### src/rtl/iw_encoder_movk_seq_pkg.sv
// Shared definitions for the MOVZ/MOVK constant-load encoder.
// Instruction word layout: {op[31:23], hw[22:21], imm16[20:5], rd[4:0]}.
package iw_encoder_movk_seq_pkg;

  localparam logic [8:0] OP_MOVZ_DEFAULT = 9'h1A5;
  localparam logic [8:0] OP_MOVK_DEFAULT = 9'h1E5;

  localparam int OP_LSB  = 23;
  localparam int HW_LSB  = 21;
  localparam int IMM_LSB = 5;
  localparam int RD_LSB  = 0;

  typedef logic [31:0] iw_word_t;

  typedef enum logic [0:0] {
    ST_IDLE = 1'b0,
    ST_EMIT = 1'b1
  } state_e;

  function automatic iw_word_t encode_iw(input logic [8:0] op, input logic [1:0] hw,
                                         input logic [15:0] imm, input logic [4:0] rd);
    iw_word_t w;
    w = (iw_word_t'(op)  << OP_LSB)
      | (iw_word_t'(hw)  << HW_LSB)
      | (iw_word_t'(imm) << IMM_LSB)
      | (iw_word_t'(rd)  << RD_LSB);
    return w;
  endfunction

  function automatic logic [15:0] sel_half(input logic [63:0] value, input logic [1:0] hw);
    logic [15:0] h;
    case (hw)
      2'd0:    h = value[15:0];
      2'd1:    h = value[31:16];
      2'd2:    h = value[47:32];
      default: h = value[63:48];
    endcase
    return h;
  endfunction

endpackage

### src/rtl/iw_encoder_movk_seq_if.sv
// Request and instruction-word stream handshake bundle for the encoder.
interface iw_encoder_movk_seq_if;
  import iw_encoder_movk_seq_pkg::*;

  logic        req_valid;
  logic        req_ready;
  logic [63:0] req_value;
  logic [4:0]  req_rd;
  logic        iw_valid;
  logic        iw_ready;
  iw_word_t    iw_data;
  logic        iw_last;

  // Loader / instruction-memory side
  modport master (
    output req_valid, req_value, req_rd, iw_ready,
    input  req_ready, iw_valid, iw_data, iw_last
  );

  // Encoder side
  modport slave (
    input  req_valid, req_value, req_rd, iw_ready,
    output req_ready, iw_valid, iw_data, iw_last
  );
endinterface

### src/rtl/iw_encoder_movk_seq_hw_lowest_set.sv
// Finds the lowest set bit of a 4-bit halfword mask; idx is 0 when the mask is empty.
module hw_lowest_set (
  input  logic [3:0] mask_i,
  output logic [1:0] idx_o,
  output logic       any_o
);

  // Priority encode from bit 0 upward so halfwords are emitted in ascending order
  always_comb begin
    idx_o = 2'd0;
    any_o = |mask_i;
    if (mask_i[0])      idx_o = 2'd0;
    else if (mask_i[1]) idx_o = 2'd1;
    else if (mask_i[2]) idx_o = 2'd2;
    else if (mask_i[3]) idx_o = 2'd3;
  end

endmodule

### src/rtl/iw_encoder_movk_seq.sv
// Emits one MOVZ plus up to three MOVK words that load a 64-bit constant into Xd.
//
// state | meaning
// IDLE  | waiting for a request, req_ready high
// EMIT  | presenting the word for the lowest pending halfword
module iw_encoder_movk_seq
  import iw_encoder_movk_seq_pkg::*;
#(
  parameter bit         SKIP_ZERO_HW = 1'b1,
  parameter logic [8:0] MOVZ_OP      = OP_MOVZ_DEFAULT,
  parameter logic [8:0] MOVK_OP      = OP_MOVK_DEFAULT
) (
  input  logic                  clock_i,
  input  logic                  reset_n_i,
  iw_encoder_movk_seq_if.slave  bus,
  output logic                  busy_o
);

  state_e      state_q, state_d;
  logic [63:0] value_q, value_d;
  logic [4:0]  rd_q,    rd_d;
  logic [3:0]  mask_q,  mask_d;
  logic        first_q, first_d;

  logic [1:0]  low_idx;
  logic        low_any;
  logic [3:0]  mask_rem;
  logic        last_word;
  logic [3:0]  req_mask;

  hw_lowest_set u_lowest (
    .mask_i (mask_q),
    .idx_o  (low_idx),
    .any_o  (low_any)
  );

  // Pending mask once the current word has gone; an empty mask (value 0) still yields one MOVZ
  always_comb begin
    mask_rem  = low_any ? (mask_q & ~(4'b0001 << low_idx)) : mask_q;
    last_word = (mask_rem == 4'd0);
    for (int i = 0; i < 4; i++) begin
      req_mask[i] = SKIP_ZERO_HW ? (bus.req_value[16*i +: 16] != 16'd0) : 1'b1;
    end
  end

  // State and datapath registers
  always_ff @(posedge clock_i) begin
    if (!reset_n_i) begin
      state_q <= ST_IDLE;
      value_q <= 64'd0;
      rd_q    <= 5'd0;
      mask_q  <= 4'd0;
      first_q <= 1'b0;
    end else begin
      state_q <= state_d;
      value_q <= value_d;
      rd_q    <= rd_d;
      mask_q  <= mask_d;
      first_q <= first_d;
    end
  end

  // Next-state and outputs; the word is decoded only from registered state
  always_comb begin
    state_d = state_q;
    value_d = value_q;
    rd_d    = rd_q;
    mask_d  = mask_q;
    first_d = first_q;

    bus.req_ready = 1'b0;
    bus.iw_valid  = 1'b0;
    bus.iw_last   = 1'b0;
    bus.iw_data   = '0;
    busy_o        = 1'b0;

    case (state_q)
      ST_IDLE: begin
        bus.req_ready = 1'b1;
        if (bus.req_valid) begin
          value_d = bus.req_value;
          rd_d    = bus.req_rd;
          mask_d  = req_mask;
          first_d = 1'b1;
          state_d = ST_EMIT;
        end
      end
      ST_EMIT: begin
        busy_o       = 1'b1;
        bus.iw_valid = 1'b1;
        bus.iw_last  = last_word;
        bus.iw_data  = encode_iw(first_q ? MOVZ_OP : MOVK_OP, low_idx,
                                 low_any ? sel_half(value_q, low_idx) : 16'd0, rd_q);
        if (bus.iw_ready) begin
          mask_d  = mask_rem;
          first_d = 1'b0;
          if (last_word) state_d = ST_IDLE;
        end
      end
      default: state_d = ST_IDLE;
    endcase
  end

endmodule

### src/flat_wrapper.sv
// flat-port wrapper written by rule: the top's interface ports become plain ports
module iw_encoder_movk_seq_flat import iw_encoder_movk_seq_pkg::*;
#(
  parameter bit         SKIP_ZERO_HW = 1'b1,
  parameter logic [8:0] MOVZ_OP      = OP_MOVZ_DEFAULT,
  parameter logic [8:0] MOVK_OP      = OP_MOVK_DEFAULT
)
  (clock_i, reset_n_i, busy_o, bus_req_valid, bus_req_value, bus_req_rd, bus_iw_ready, bus_req_ready, bus_iw_valid, bus_iw_data, bus_iw_last);
  iw_encoder_movk_seq_if bus_i ();
  input  logic clock_i;
  input  logic reset_n_i;
  output logic busy_o;
  input wire logic [$bits(bus_i.req_valid)-1:0] bus_req_valid;
  input wire logic [$bits(bus_i.req_value)-1:0] bus_req_value;
  input wire logic [$bits(bus_i.req_rd)-1:0] bus_req_rd;
  input wire logic [$bits(bus_i.iw_ready)-1:0] bus_iw_ready;
  output wire logic [$bits(bus_i.req_ready)-1:0] bus_req_ready;
  output wire logic [$bits(bus_i.iw_valid)-1:0] bus_iw_valid;
  output wire logic [$bits(bus_i.iw_data)-1:0] bus_iw_data;
  output wire logic [$bits(bus_i.iw_last)-1:0] bus_iw_last;
  assign bus_i.req_valid = bus_req_valid;
  assign bus_i.req_value = bus_req_value;
  assign bus_i.req_rd = bus_req_rd;
  assign bus_i.iw_ready = bus_iw_ready;
  assign bus_req_ready = bus_i.req_ready;
  assign bus_iw_valid = bus_i.iw_valid;
  assign bus_iw_data = bus_i.iw_data;
  assign bus_iw_last = bus_i.iw_last;
  iw_encoder_movk_seq #(.SKIP_ZERO_HW(SKIP_ZERO_HW), .MOVZ_OP(MOVZ_OP), .MOVK_OP(MOVK_OP)) u_core (.clock_i(clock_i), .reset_n_i(reset_n_i), .bus(bus_i), .busy_o(busy_o));
endmodule
### config.mk
export PLATFORM = sky130hd
export DESIGN_NAME = iw_encoder_movk_seq_flat
export DESIGN_NICKNAME = d
export VERILOG_FILES = /design/src/rtl/iw_encoder_movk_seq_pkg.sv /design/src/rtl/iw_encoder_movk_seq_if.sv /design/src/rtl/iw_encoder_movk_seq_hw_lowest_set.sv /design/src/rtl/iw_encoder_movk_seq.sv /design/src/flat_wrapper.sv
export SDC_FILE = /design/constraint.sdc
export NUM_CORES = 1
export LEC_CHECK = 0
export ABC_AREA = 1
export CAP_MARGIN = 20
export CELL_PAD_IN_SITES_DETAIL_PLACEMENT = 2
export CELL_PAD_IN_SITES_GLOBAL_PLACEMENT = 2
export CORE_ASPECT_RATIO = 1.25
export CORE_MARGIN = 2
export CORE_UTILIZATION = 27
export DETAILED_ROUTE_END_ITERATION = 10
export PLACE_DENSITY = 0.95
export SKIP_CTS_REPAIR_TIMING = 1
export SLEW_MARGIN = 20
export SYNTH_ARGS = -nofsm -noshare
export SYNTH_HDL_FRONTEND = slang
export SYNTH_HIERARCHICAL = 1
export SYNTH_SLANG_ARGS = --single-unit
### constraint.sdc
create_clock -name clock_i -period 3.5 [get_ports clock_i]
set_input_delay 0.35 -clock clock_i [delete_from_list [all_inputs] [get_ports clock_i]]
set_output_delay 0.35 -clock clock_i [all_outputs]
set_load 0.01 [all_outputs]
## After elaboration in Yosys (flattened, before gate mapping)

Index checks and enable logic that the tools add are counted.

- Reductions and logical operators: 9
- Bitwise logic cells: 6
- Multiplexer cells: 23
- Equal/unequal tests: 4
- Shift operators: 1

Operators with widths:

| kind | count |
|---|---|
| $reduce_bool A16 Y1 | 4 |
| $pmux W16 S3 | 1 |
| $mux W16 | 2 |
| $mux W32 | 1 |
| $or A32 B21 Y32 | 1 |
| $or A32 B23 Y32 | 1 |
| $or A32 B5 Y32 | 1 |
| $mux W4 | 3 |
| $mux W1 | 8 |
| $mux W2 | 4 |
| $pmux W4 S2 | 1 |
| $mux W7 | 1 |
| $and A4 B4 Y4 | 1 |
| $logic_not A4 Y1 | 1 |
| $ne A2 B2 Y1 const B | 2 |
| $not A4 Y4 | 1 |
| $pmux W1 S2 | 2 |
| $reduce_and A2 Y1 | 2 |
| $reduce_or A4 Y1 | 1 |
| $shl A1 B2 Y4 const A | 1 |
| $eq A2 B1 Y1 const B | 1 |
| $eq A2 B2 Y1 const B | 1 |
| $logic_not A2 Y1 | 1 |
| $not A1 Y1 | 1 |

- Logic and storage cells: 48
- Output and inout bits: 36
- Register bits: 75

## Longest topological paths before layout

Gate-level depths: netlist (run 1).

- Word-level depth: 12
- Mapped depth: 10
- Gate-level depth less buffers: 10

## Hierarchy

The synthesis (run 1) kept the hierarchy.

By module, submodules not included:

| module | cells an instance | instances | sequential area each (um^2) | area an instance (um^2) |
|---|---|---|---|---|
| iw_encoder_movk_seq | 536 | 1 | 1,501.4 | 3,641.0 |
| hw_lowest_set | 8 | 1 | 0.0 | 36.3 |

## Worst setup path after synthesis (run 1)

No wires, ideal clock.

- Path kind: reg-to-output
- From: reg u_core.mask_q[2]
- To: out bus_iw_last
- Arrival time: 1,764 ps
- Path slack: 1,386 ps
- Stages on the path, launching flop included: 8
- Required time: 3,150 ps
- Cell sequence: dfxtp_1 -> nor2_1 -> nor3_1 -> buf_6 -> nand3_2 -> nand2_2 -> nand2_2 -> nor3_1

- Word-level cells in the longest chain between the ends: 9
- Elaborated cells between the ends (all ways): 10
- Those cells by class: 1 x shift; 5 x mux; 2 x bitwise; 2 x reduce/logical

RTL lines:

| element | RTL line | RTL |
|---|---|---|
| from (decl) | iw_encoder_movk_seq.sv:22 | `logic [3:0] mask_q, mask_d;` |
| from (signal assigned) | iw_encoder_movk_seq.sv:58 | `mask_q <= mask_d;` |
| $mux W2 | iw_encoder_movk_seq_hw_lowest_set.sv:14 | `else if (mask_i[2]) idx_o = 2'd2;` |
| $mux W2 | iw_encoder_movk_seq_hw_lowest_set.sv:13 | `else if (mask_i[1]) idx_o = 2'd1;` |
| $mux W2 | iw_encoder_movk_seq_hw_lowest_set.sv:12 | `if (mask_i[0]) idx_o = 2'd0;` |
| via u_core.low_idx[1] | iw_encoder_movk_seq.sv:25 | `logic [1:0] low_idx;` |
| $shl A1 B2 Y4 | iw_encoder_movk_seq.sv:39 | `mask_rem = low_any ? (mask_q & ~(4'b0001 << low_idx)) : mask_q;` |
| $not A4 Y4 | iw_encoder_movk_seq.sv:39 |  |
| $and A4 B4 Y4 | iw_encoder_movk_seq.sv:39 |  |
| $mux W4 | iw_encoder_movk_seq.sv:39 |  |
| $logic_not A4 Y1 | iw_encoder_movk_seq.sv:40 | `last_word = (mask_rem == 4'd0);` |
| $mux W1 | iw_encoder_movk_seq.sv:77 | `case (state_q)` |
| to (decl) | flat_wrapper.sv:20 | `output wire logic [$bits(bus_i.iw_last)-1:0] bus_iw_last;` |

The timed path passes the listed nets, and every way through them passes these cells.

## Worst setup path after layout (run 1)

- From: reg u_core.mask_q[1]
- To: out bus_iw_last

- Word-level cells in the longest chain between the ends: 8
- Elaborated cells between the ends (all ways): 9
- Those cells by class: 1 x shift; 4 x mux; 2 x bitwise; 2 x reduce/logical

RTL lines:

| element | RTL line |
|---|---|
| $mux W2 | iw_encoder_movk_seq_hw_lowest_set.sv:13 |
| $mux W2 | iw_encoder_movk_seq_hw_lowest_set.sv:12 |
| via u_core.low_idx[0] | iw_encoder_movk_seq.sv:25 |
| $shl A1 B2 Y4 | iw_encoder_movk_seq.sv:39 |
| $not A4 Y4 | iw_encoder_movk_seq.sv:39 |
| $and A4 B4 Y4 | iw_encoder_movk_seq.sv:39 |
| $mux W4 | iw_encoder_movk_seq.sv:39 |
| $logic_not A4 Y1 | iw_encoder_movk_seq.sv:40 |
| $mux W1 | iw_encoder_movk_seq.sv:77 |

The timed path passes the listed nets, and every way through them passes these cells.

==> results.toml, run 1 <==
[status]
status = "finished clean"

[drt]
wl_per_cell_um = 17.7
postRouteAntennaNets = 0
drt_first_iter_violations = 120
drt-vias-per-instance = 4.82
dr.pass1.iters = 4
post-route-drc-count = 0
drt_wl_total_um = 14200
vias = 3867

[critical_path]
cp_max_fo = 17
cp-start-kind = "flip-flop"
critPathBufInv = 3
crit_family = "simple AND/OR/NAND/NOR gates"
required_ns = 3.15
crit_path_cell_trace = "inv_1 -> a21oi_4 -> inv_1 -> nor2_4 -> nand2_1 -> nand2_1 -> nand2_1 -> nor3_1 -> clkdlybuf4s50_1"
end_kind = "primary output"
critPathSlowestCell = "clkdlybuf4s50_1"
cpPeakStageDelay_ns = 0.57
arrival_ns = 2.79
crit_path_frequent_cell = "nand2_1"
critPathKind = "flip-flop to primary output"

[cts]
cts_num_sinks = 75
cts_tree = "built"
clk-insertion-delay-late_ns = 0.34
numCtsBuffers = 9
cts_buffer_depth = 2
clock-root-buffer = "clkbuf_16"
cts_max_level = 3
path_clk_slew_ns = 0.06

[layout]
multi_input_area_um2 = 1780
final_cell_area_um2 = 5010
diodes = 0
nNetsFinal = 699
area_growth_pct = 36.3
layout-drive-gt1-share_pct = 7.45
seqCellArea_um2 = 1500
final_cell_count_no_fill = 802
fillers = 1599

[sta]
slew_viol_final = 0
min_period_ns = 3.14
rsz0062_at_grt = "no"
tns_ns = 0
fin_crit_sh_pct = 89.8
setup_viol = 0
finalHoldViolations = 0
hold-worst-slack_ns = 0.488
tightest_slew_ns = 0.739
slew_headroom_pct = 50.7
finalClockSkew_ns = 0.00535
fmax_mhz = 318

[yosys]
synth_common_cells = "nor2_1 (168), dfxtp_1 (75), o21ai_1 (73)"
avgSynthCellArea_um2 = 6.76
synth_edf_count = 0
yosys-top-cells-area = "dfxtp_1 (41%), nor2_1 (17%), o21ai_1 (9.9%), nand2_1 (7.2%), buf_6 (3.4%)"
synth_cell_types = 26
ys_ff_latch = 75
yosysTopAreaCellShare_pct = 40.8
synthArstFlopShare_pct = 0
yosysTopAreaCell = "dfxtp_1"
yosys_warnings = 6
synth_cells = 544
seq_area_frac_synth_pct = 40.8
syn_area_um2 = 3680
synth-main-ff-cell = "dfxtp_1"
synth_most_common_cell = "nor2_1"

[global_route]
antenna_found_initial = 0
grt_pass1_vias = 4331
gr-total-overflow = 0
grt_pass1_wl_um = 22600
grt_max_degree = 76
grtUsageTotal_pct = 20.4

[pwr]
total_leakage_power_nw = 2.11
total_power_mw = 2.49
p_per_area_nw_per_um2 = 497
peakVddDrop_mv = 0.242

[place]
gp_congestion = 0.887
hpwlAfterDp_um = 10400
placed_cells = 786
placed_cell_area_um2 = 4710
portBuffers = 105

[floorplanning]
initial_core_util_pct = 27.7
ioPinCount = 109
die_area_um2 = 14600
core_um2 = 13300
die_w_um = 108
die_height_um = 134
fp-row-count = 47

[hold_path]
min_path_type = "flip-flop to flip-flop"

[flow_run]
cap_viol_max_count = 0
-- logic make-up after synthesis --
| kind of cell | Yosys count | synth area share, % |
|---|---|---|
| other | 1 | 0.102 |
| buffers and inverters | 75 | 11.4 |
| and+or+nand+nor | 278 | 30.9 |
| DFF | 75 | 40.8 |
| AOI/OAI and AO/OA | 115 | 16.8 |
-- report_power, final --
part           switching [mW]  internal [mW]
Sequential             0.0551          0.930
Combinational           0.340          0.243
Clock                   0.354          0.572
Total                   0.748           1.74
-- worst reg2reg max path, delay by kind of cell (launching register included) --
family	cells	cell delay, ns
buffers and inverters	2	0.70
DFF	1	0.58
and+or+nand+nor	2	0.36
AOI/OAI and AO/OA	2	0.29
-- metal layers --
metal | vias to the layer above | share of wire (%) | global-route usage (%)
met3 | 18 | 2.3 | 1.83
li1 | 1889 | - | -
met5 | - | 0 | 0
met2 | 73 | 57 | 40.4
met1 | 1887 | 39 | 21.5
met4 | 0 | 2.2 | 8.26
-- final cells by class --
cell class | instances | area share [%]
multi-input combinational | 396 | 35.5
sequential | 75 | 29.9
timing repair buffer | 111 | 22.1
clock buffer | 14 | 5.07
tap | 171 | 4.27
inverter | 33 | 2.50
clock inverter | 2 | 0.699
-- stage by stage --
| step | setup WS (ns) | utilization [%] |
|---|---|---|
| finish | 0.356 | 37.7 |
| global route | 0.132 | 37.7 |
| CTS | 0.179 | 37.6 |
| detailed placement | 0.543 | 35.5 |
| global placement | 0.853 | 35.5 |
| floorplan | 1.39 | - |
-- flip-flops by register name, indices dropped and copies added, names as in the netlist --
| signal | cells |
|---|---|
| u_core/state_q | 1 |
| u_core/first_q | 1 |
| u_core/rd_q | 5 |
| u_core/mask_q | 4 |
| u_core/value_q | 64 |
-- path summary, 6_finish.rpt --
path	from	end	slack (ns)	depth (start not counted)
setup / recovery	u_core/mask_q[1]	bus_iw_last	0.36	9
hold reg to reg	u_core/value_q[45]	u_core/value_q[45]	0.49	2
setup reg to reg	u_core/state_q	u_core/mask_q[3]	1.46	6
hold / removal	u_core/value_q[45]	u_core/value_q[45]	0.49	2
-- cells in the final DEF (no fill, tap or decap), types with 3 or more instances in the layout --
master and instances:
clkdlybuf4s50_1 104, nand3_1 20, conb_1 3, clkbuf_1 4
nand2_1 71, dfxtp_1 75, o21ai_0 17, clkbuf_16 9
nor3_1 5, a21oi_1 8, o21ai_1 73, nand2_2 5
inv_1 19, inv_2 13, o211ai_1 16, buf_4 6
nor2_1 168
No activity file was read; power rests on OpenSTA's default activity.
==> run 2: changes to the inputs <==
Settings changed: CORE_ASPECT_RATIO 1.25 to 0.7.
==> results.toml, run 2 (same netlist as run 1, synthesis figures left out) <==
[cts]
numCtsBuffers = 9
cts_tree = "built"
clock-root-buffer = "clkbuf_16"
cts_buffer_depth = 2
path_clk_slew_ns = 0.06
clk-insertion-delay-late_ns = 0.34
cts_max_level = 3
cts_num_sinks = 75

[layout]
diodes = 0
largest_reg_flops = 64
reg_top3 = "u_core/value_q x64, u_core/rd_q x5, u_core/mask_q x4"
mostFrequentLayoutCell = "nor2_1"
final_cell_mix = "nor2_1 (168), clkdlybuf4s50_1 (104), dfxtp_1 (75)"
nNetsFinal = 699
largest-register = "u_core/value_q"
area_growth_pct = 37.9
fillers = 1557
layout-drive-gt1-share_pct = 7.94
final_cell_count_no_fill = 815

[floorplanning]
die_height_um = 102
die_area_um2 = 14600
core_um2 = 13200
fp-row-count = 35
ioPinCount = 109
initial_core_util_pct = 27.8
die_w_um = 143

[global_route]
grt_pass1_wl_um = 22900
antenna_found_initial = 0
grt_max_degree = 76
grt_pass1_vias = 4299
gr-total-overflow = 0
grtUsageTotal_pct = 20.5

[drt]
m1WireLength_um = 6520
drt-vias-per-instance = 4.82
wl_per_cell_um = 18.0
drt_first_iter_violations = 130
dr.max_layer_used = "met4"
drt_wl_total_um = 14700
wl_met2_um = 7470
postRouteAntennaNets = 0
vias = 3926
dr.pass1.iters = 4
met3WireLength_um = 567
post-route-drc-count = 0

[critical_path]
critPathSlowestCell = "clkdlybuf4s50_1"
cp-start-kind = "flip-flop"
crit_path_frequent_cell = "nand2_1"
cp_max_fo = 17
required_ns = 3.15
end_kind = "primary output"
rr_worst_depth = 6
critPathKind = "flip-flop to primary output"
arrival_ns = 2.79
crit_path_cell_trace = "inv_1 -> nand2_1 -> a21oi_2 -> inv_1 -> nor2_4 -> nand2_1 -> nand2_1 -> nand2_1 -> nor3_1 -> clkdlybuf4s50_1"
cpPeakStageDelay_ns = 0.56

[sta]
tightest_slew_ns = 0.791
slew_headroom_pct = 47.3
rsz0062_at_grt = "no"
finalClockSkew_ns = 0.00431
slew_viol_final = 0
fmax_mhz = 318
tns_ns = 0
fin_crit_sh_pct = 89.8
fin_ws_ns = 0.355
finalHoldViolations = 0
min_period_ns = 3.14
setup_viol = 0

[place]
dp_slack_ns = 0.738
gp_congestion = 0.811
hpwlAfterDp_um = 10500
portBuffers = 105
placed_cells = 800

[hold_path]
hold-path-cell-count = 2
min_path_type = "flip-flop to flip-flop"

[pwr]
peakVddDrop_mv = 0.226
p_per_area_nw_per_um2 = 527
total_leakage_power_nw = 2.13
total_power_mw = 2.67

[flow_run]
cap_viol_max_count = 0

[status]
status = "finished clean"
-- run 2: cell count changes in the layout (fill, tap and decap cells not counted), sizes merged --
cell / change
clkinv: -1
clkinvlp: +1
bufinv: +2
clkbuf: -3
-- run 2: cell type report --
cell class              instances  area [um^2]  share of cell area, %
well taps                     185          231                   4.56
inverters                      33          125                   2.47
clock inverters                 4         97.6                   1.92
flip-flops and latches         75         1500                   29.6
clock buffers                  11          253                   4.98
multi-input cells             396         1770                   34.9
repair buffers                111         1090                   21.6
-- run 2: routing by layer --
| metal | GRT usage [%] | vias to the layer above |
|---|---|---|
| li1 | - | 1897 |
| met3 | 4.16 | 10 |
| met2 | 38.5 | 74 |
| met5 | 0 | - |
| met4 | 3.85 | 0 |
| met1 | 24.6 | 1945 |
-- run 2: power breakdown --
group | internal [mW] | switching [mW] | leakage [nW]
clock network | 0.732 | 0.370 | 0.168
registers | 0.930 | 0.0545 | 0.622
logic | 0.240 | 0.349 | 1.34
total | 1.90 | 0.773 | 2.13
-- run 2: path summary, 6_finish.rpt --
check | endpoint | slack (ns) | startpoint
max reg2reg | u_core/mask_q[3] | 1.43 | u_core/state_q
max | bus_iw_last | 0.36 | u_core/mask_q[2]
min | u_core/value_q[38] | 0.49 | u_core/value_q[38]
min reg2reg | u_core/value_q[38] | 0.49 | u_core/value_q[38]
-- run 2: per-stage QoR --
step,utilization (%),instance area [um^2],hold slack [ns]
after floorplan,-,3680,0.440
after detailed placement,35.7,4720,0.481
final,38.4,5070,0.491
after CTS,38.4,5070,0.494
after global placement,35.7,4720,0.463
after global routing,38.4,5070,0.521
-- run 2: worst max-delay path, delay by kind of cell (launching register included) --
kind | cells | cell delay [ns]
buffers and inverters | 3 | 0.83
AO/OA/AOI/OAI | 1 | 0.40
flip-flops | 1 | 0.36
AND/OR/NAND/NOR | 6 | 0.85
